===== src/rtl/maxpool_2x2.sv =====
// maxpool_2x2: streaming 2x2 / stride-2 max-pooling stage.
// Takes row-major pixels one per accepted beat. Keeps the horizontal maxima of
// each even row in a half-width line buffer. Emits one pooled value per window
// while the odd row streams in, with valid/ready backpressure on the output.
module maxpool_2x2 #(
  parameter int DW    = 8,
  parameter int IMG_W = 8,
  parameter int IMG_H = 8
) (
  input  logic          clk,
  input  logic          rst,
  input  logic          clear,
  input  logic          in_valid,
  input  logic [DW-1:0] in_data,
  output logic          in_ready,
  output logic          out_valid,
  output logic [DW-1:0] out_data,
  input  logic          out_ready,
  output logic          frame_done
);

  localparam int CW  = $clog2(IMG_W);
  localparam int RW  = $clog2(IMG_H);
  localparam int LBD = IMG_W / 2;
  localparam int LIW = (LBD > 1) ? $clog2(LBD) : 1;

  typedef enum logic {EVEN_ROW, ODD_ROW} state_t;

  state_t        state;
  logic [CW-1:0] col;
  logic [RW-1:0] row;
  logic [DW-1:0] h_reg;
  logic [DW-1:0] lbuf [LBD];

  logic           accept;
  logic           col_last;
  logic           row_last;
  logic [LIW-1:0] lidx;
  logic [DW-1:0]  hmax;
  logic [DW-1:0]  vmax;

  // A new pixel can enter whenever the output slot is empty or being drained
  // this cycle, so a held result stalls the whole input side.
  assign in_ready = !out_valid || out_ready;
  assign accept   = in_valid && in_ready;
  assign col_last = (col == CW'(IMG_W - 1));
  assign row_last = (row == RW'(IMG_H - 1));
  assign lidx     = LIW'(col >> 1);

  // Unsigned maxima: the horizontal pair, then that against the stored even-row pair.
  assign hmax = (in_data > h_reg) ? in_data : h_reg;
  assign vmax = (lbuf[lidx] > hmax) ? lbuf[lidx] : hmax;

  // Line buffer of even-row horizontal maxima; it is written before it is
  // read in every frame, so it carries no reset.
  always_ff @(posedge clk) begin
    if (!clear && accept && col[0] && (state == EVEN_ROW)) begin
      lbuf[lidx] <= hmax;
    end
  end

  // Position counters, row-parity FSM, the pending pixel and the output register.
  always_ff @(posedge clk or negedge rst) begin
    if (!rst) begin
      state      <= EVEN_ROW;
      col        <= '0;
      row        <= '0;
      h_reg      <= '0;
      out_valid  <= 1'b0;
      out_data   <= '0;
      frame_done <= 1'b0;
    end else if (clear) begin
      state      <= EVEN_ROW;
      col        <= '0;
      row        <= '0;
      h_reg      <= '0;
      out_valid  <= 1'b0;
      out_data   <= '0;
      frame_done <= 1'b0;
    end else begin
      frame_done <= 1'b0;
      if (out_ready) begin
        out_valid <= 1'b0;
      end
      if (accept) begin
        if (col_last) begin
          col   <= '0;
          row   <= row_last ? '0 : row + 1'b1;
          state <= (state == EVEN_ROW) ? ODD_ROW : EVEN_ROW;
        end else begin
          col <= col + 1'b1;
        end
        if (!col[0]) begin
          h_reg <= in_data;
        end else if (state == ODD_ROW) begin
          out_data   <= vmax;
          out_valid  <= 1'b1;
          frame_done <= row_last && col_last;
        end
      end
    end
  end

endmodule


===== config.mk =====
export PLATFORM = sky130hd
export DESIGN_NAME = maxpool_2x2
export DESIGN_NICKNAME = d
export VERILOG_FILES = /design/src/rtl/maxpool_2x2.sv
export SDC_FILE = /design/constraint.sdc
export NUM_CORES = 1
export LEC_CHECK = 0
export ABC_AREA = 1
export CORE_MARGIN = 1
export CORE_UTILIZATION = 35
export DETAILED_ROUTE_END_ITERATION = 8
export GPL_TIMING_DRIVEN = 1
export PLACE_DENSITY_LB_ADDON = 0.12
export SLEW_MARGIN = 40
export SYNTH_ARGS = -nofsm -noshare
export SYNTH_HDL_FRONTEND = slang
export SYNTH_SLANG_ARGS = --single-unit

===== constraint.sdc =====
create_clock -name clk -period 5.4 [get_ports clk]
set_input_delay 0.54 -clock clk [delete_from_list [all_inputs] [get_ports clk]]
set_output_delay 0.54 -clock clk [all_outputs]
set_load 0.02 [all_outputs]

==> results.md <==
Run status:
- The run finished with clean final reports.

GRT:
- The number of global-route vias before repair is around 2,200.
- The pin count of the biggest net entering global routing is 26.
- The initial antenna violation count is 0.
- The first global-routing pass estimated 11,000 µm of wire.
- Global routing used 16.7% of the available tracks across all layers.
- The residual overflow from global routing is 0.

Logic synthesis:
- The synthesized area divided by synthesized cell count is 9.74 µm².
- Of the post-synthesis cell area, the dominant cell type holds 31.8%.
- Ranked by instance count, the synthesized netlist is headed by nand2_1, inv_1, edfxtp_1, nand3_1, dfrtp_1.
- After synthesis, the share of flip-flops with an asynchronous set or reset is approximately 44%.
- Sorting the synthesized cells by area gives the leading types as edfxtp_1, dfrtp_1, ha_1, nand2_1, inv_1.
- The post-synthesis compound-gate area fraction is 9.08%.
- The post-synthesis share of cell area spent on xor and xnor gates is 0%.
- The synthesized area is 3020 µm².
- The cell count after synthesis came out at 310.
- Counting flops with a built-in enable in the synthesized netlist gives 32.
- The number of register bits inferred by synthesis is 57.
- Summing the sequential cell areas from Yosys gives a little over half of the chip area.
- Of the total synthesized cell area, the portion taken by full adders, half adders and majority gates is 7.46%.
- Yosys mapped the design onto 38 distinct sky130hd cell types.
- The combinational family with the most area after synthesis is simple AND/OR/NAND/NOR gates.
- edfxtp_1 takes more of the synthesized area than any other cell.
- In the synthesized netlist the dominant register cell turns out to be edfxtp_1.
- In the synthesized netlist, mux cells make up 0% of the area.
- The synthesized netlist devotes 24.4% of its cell area to simple gates.
- The most instantiated library cell after synthesis is nand2_1.
- During synthesis, Yosys emitted a total of 0 warnings.
- The post-synthesis net count is 341.

Clock tree:
- The clock net in this run drives a total of 57 sinks.
- In this run, CTS created clock tree buffers numbering 9.
- After clock tree synthesis, the clock-pin slew on the worst setup and hold paths is 0.07 ns.
- TritonCTS built the clock tree.
- The count of cells resized by post-cts repair is 0.
- The number of buffers on the longest clock path is 2.
- The clock reaches the later pin of the worst-skew pair after 0.34 ns.
- The number of H-tree levels is 3.
- The total of hold buffers inserted after clock tree synthesis is 0.
- Buffers added to address setup during post-CTS repair amount to 0.
- Clock tree synthesis selected as its root buffer the cell clkbuf_8.

Timing:
- The final worst setup slack is 1.63 ns.
- Setup repair after global routing left no endpoint under its margin.
- The slew at the pin closest to its max-slew limit is between 0.8 and 0.9 ns.
- The worst slew margin relative to its limit is 45.5%.
- The worst hold slack across all endpoints is 0.480 ns.
- After routing, the total negative slack on setup checks comes to 0 ns.
- For the finished layout, the period the worst path requires is ~3.8 ns.
- The ratio of final minimum period to clock period is 69.8%.
- The worst setup skew after layout is 0.00882 ns.
- The number of max-slew violations in the final report was 0.
- The count of final hold-check violations was 0.
- The maximum operating frequency is 265 MHz.
- Setup violations remaining at the end of the flow were counted as 0.

Setup path:
- The number of cell instances on the worst register-to-register path is 20.
- The category of the critical setup timing path is primary input to flip-flop.
- The capturing element type of the critical path is a flip-flop.
- The worst setup path is launched from a primary input.
- The worst register-to-register path ends at out_data[6].
- The source of the worst register-to-register timing path is h_reg[1].
- In this run the register-to-register setup slack is 1.90 ns.
- Of all nets on the critical path, the largest fanout is 16.
- STA puts the critical path data arrival time at 3.99 ns.
- The required arrival time at the worst endpoint is 5.62 ns.

Finish:
- The area growth from synthesis to layout is 18.6%.
- The post-route cell area is ~3600 µm².
- The register with the most flip-flops in the layout has 32 of them.
- The repair_antennas step left the layout with diodes totalling 0.
- Cells with a size suffix above 1 make up 18.2% of the layout.
- The number of nets in the final layout is about 370.

Drt:
- For this block, the routed nets add up to roughly 6600 µm of wire.
- In the routed design, unresolved DRC markers number 0.
- In this run, the number of DRC markers left after iteration 0 of detailed routing was 102.
- Using the TritonRoute via totals, the vias-per-cell ratio works out to between 4 and 5.
- The routed wire length per instance is ~15 µm.
- For this block, the via count after detailed routing is 2,184.
- In this run the remaining antenna-violating nets after routing total 0.
- For this run, the detailed router's first-pass iteration total came to 4.

Job:
- The count of maximum capacitance violations is 0.

Min path:
- The kind of path behind the tightest hold check is flip-flop to flip-flop.
- The worst hold path was traced through 2 stages.
- The path with the worst hold slack has its endpoint at out_data[0].
- The critical hold path startpoint is out_data[0].

Pwr:
- The share of total power in the clock network is between 30% and 40%.
- The internal power of the cells totals around 0.77 mW.
- The power density over the cells is 305 nW/µm².
- Combinational logic is responsible for 19.9% of the overall power.
- The leakage power is 1.55 nW.
- Per report_power, the sequential group accounts for 45.0% of the total.
- For this design the total switching power over the nets is approximately 0.33 mW.
- The maximum resistive drop on vdd is 0.119 mV.
- In this run switching power makes up 29.9% of total power.
- The total power is roughly 1.1 mW.

Die:
- For this configuration, the core starts out at a cell density of between 30% and 40%.
- In this run the core area contains 33 standard-cell rows.
- The area of the core is 8300 µm².
- In this run the vertical extent of the chip is 94.9 µm.
- The area enclosed by the die boundary is 9000 µm².
- The number of primary I/O pins is 24.
- From left edge to right edge, the die measures 94.9 µm.

Place:
- The total placed instance area is 3380 µm².
- At the placement stage, the worst setup path has a slack of 1.34 ns.
- Input and output buffers added on the ports amount to 23.
- Detailed placement ended at an HPWL of 5010 µm.
- The weighted congestion reported at the end of routability-driven placement is 0.821.
## cell type report
cell class              count  area, µm²
well taps                 105        131
multi-input cells         201       1250
flip-flops and latches     57       1590
repair buffers             24        238
fillers                   804       4720
clock buffers              10        128
inverters                  49        185
clock inverters             6       58.8
## through the flow
step	instances	utilization, %
floorplan	310	-
global placement	436	40.7
detailed placement	436	40.8
CTS	452	43.0
global route	452	43.1
finish	452	43.1
## worst max path at each step
| stage | from | to | slack (ns) | cells past startpoint |
|---|---|---|---|---|
| 5_1_grt | in_data[0] | out_data[6] | 1.35 | 22 |
| 3_5_place_dp | in_data[1] | out_data[6] | 1.34 | 20 |
| 3_3_place_gp | in_data[1] | out_data[6] | 1.40 | 20 |
| 6_report | in_data[1] | out_data[6] | 1.63 | 20 |
| 4_1_cts | in_data[1] | out_data[6] | 1.67 | 20 |
| 2_1_floorplan | in_data[7] | out_data[6] | 2.31 | 18 |
## layer usage
metal  up-vias  GRT usage (%)  wire length (µm)  part of all wire (%)
li1       1114              -                 -                     -
met5         -              0                 0                     0
met4         0           6.44                59                  0.89
met1      1036           22.1              3330                    50
met2        28           26.7              3040                    46
met3         6           3.62               205                   3.1
## power by group through the flow
| stage | registers, mW | logic [mW] | clock network (mW) |
|---|---|---|---|
| global placement | 0.500 | 0.217 | 0 |
| detailed placement | 0.500 | 0.218 | 0 |
| floorplan | 0.500 | 0.155 | 0 |
| global route | 0.492 | 0.247 | 0.407 |
| CTS | 0.491 | 0.218 | 0.391 |
| finish | 0.491 | 0.218 | 0.384 |
## placed cells by master (no fill, tap or decap), types with 2 or more instances in the layout
master and instances:
a21oi_1 5, a22oi_1 5, and2_1 2, clkbuf_8 9, clkdlybuf4s50_1 23, clkinv_1 2
clkinv_2 3, clkinvlp_4 2, dfrtp_1 25, edfxtp_1 32, ha_1 18, inv_1 41
inv_2 6, nand2_1 47, nand2_2 18, nand2_4 4, nand3_1 30, nand3_2 2
nand3b_1 2, nand4_1 2, nor2_1 16, nor2_2 9, nor2_4 2, o21a_1 2
o21ai_0 19, o22ai_1 4
## kinds of logic after synthesis
logic type,count (synthesis)
adders and majority gates,18
AOI/OAI and AO/OA,44
and+or+nand+nor,139
DFF,57
buffers and inverters,52
## worst max-delay path: stages
cell and delay (ns):
clkdlybuf4s50_1 0.46, ha_1 0.36, nand2_1 0.07, nand2_1 0.05, nand2_1 0.04, nand2_1 0.06, nand2_2 0.06, nand2_4 0.09
nand2_4 0.11, o21ai_0 0.52, inv_1 0.19, ha_1 0.33, a21oi_1 0.15, nor2_1 0.07, a211oi_1 0.33, nand2_4 0.15
nand2_4 0.16, nand2_2 0.05, nand3_1 0.12, nand2_1 0.06
(Power assumes the default switching activity.)
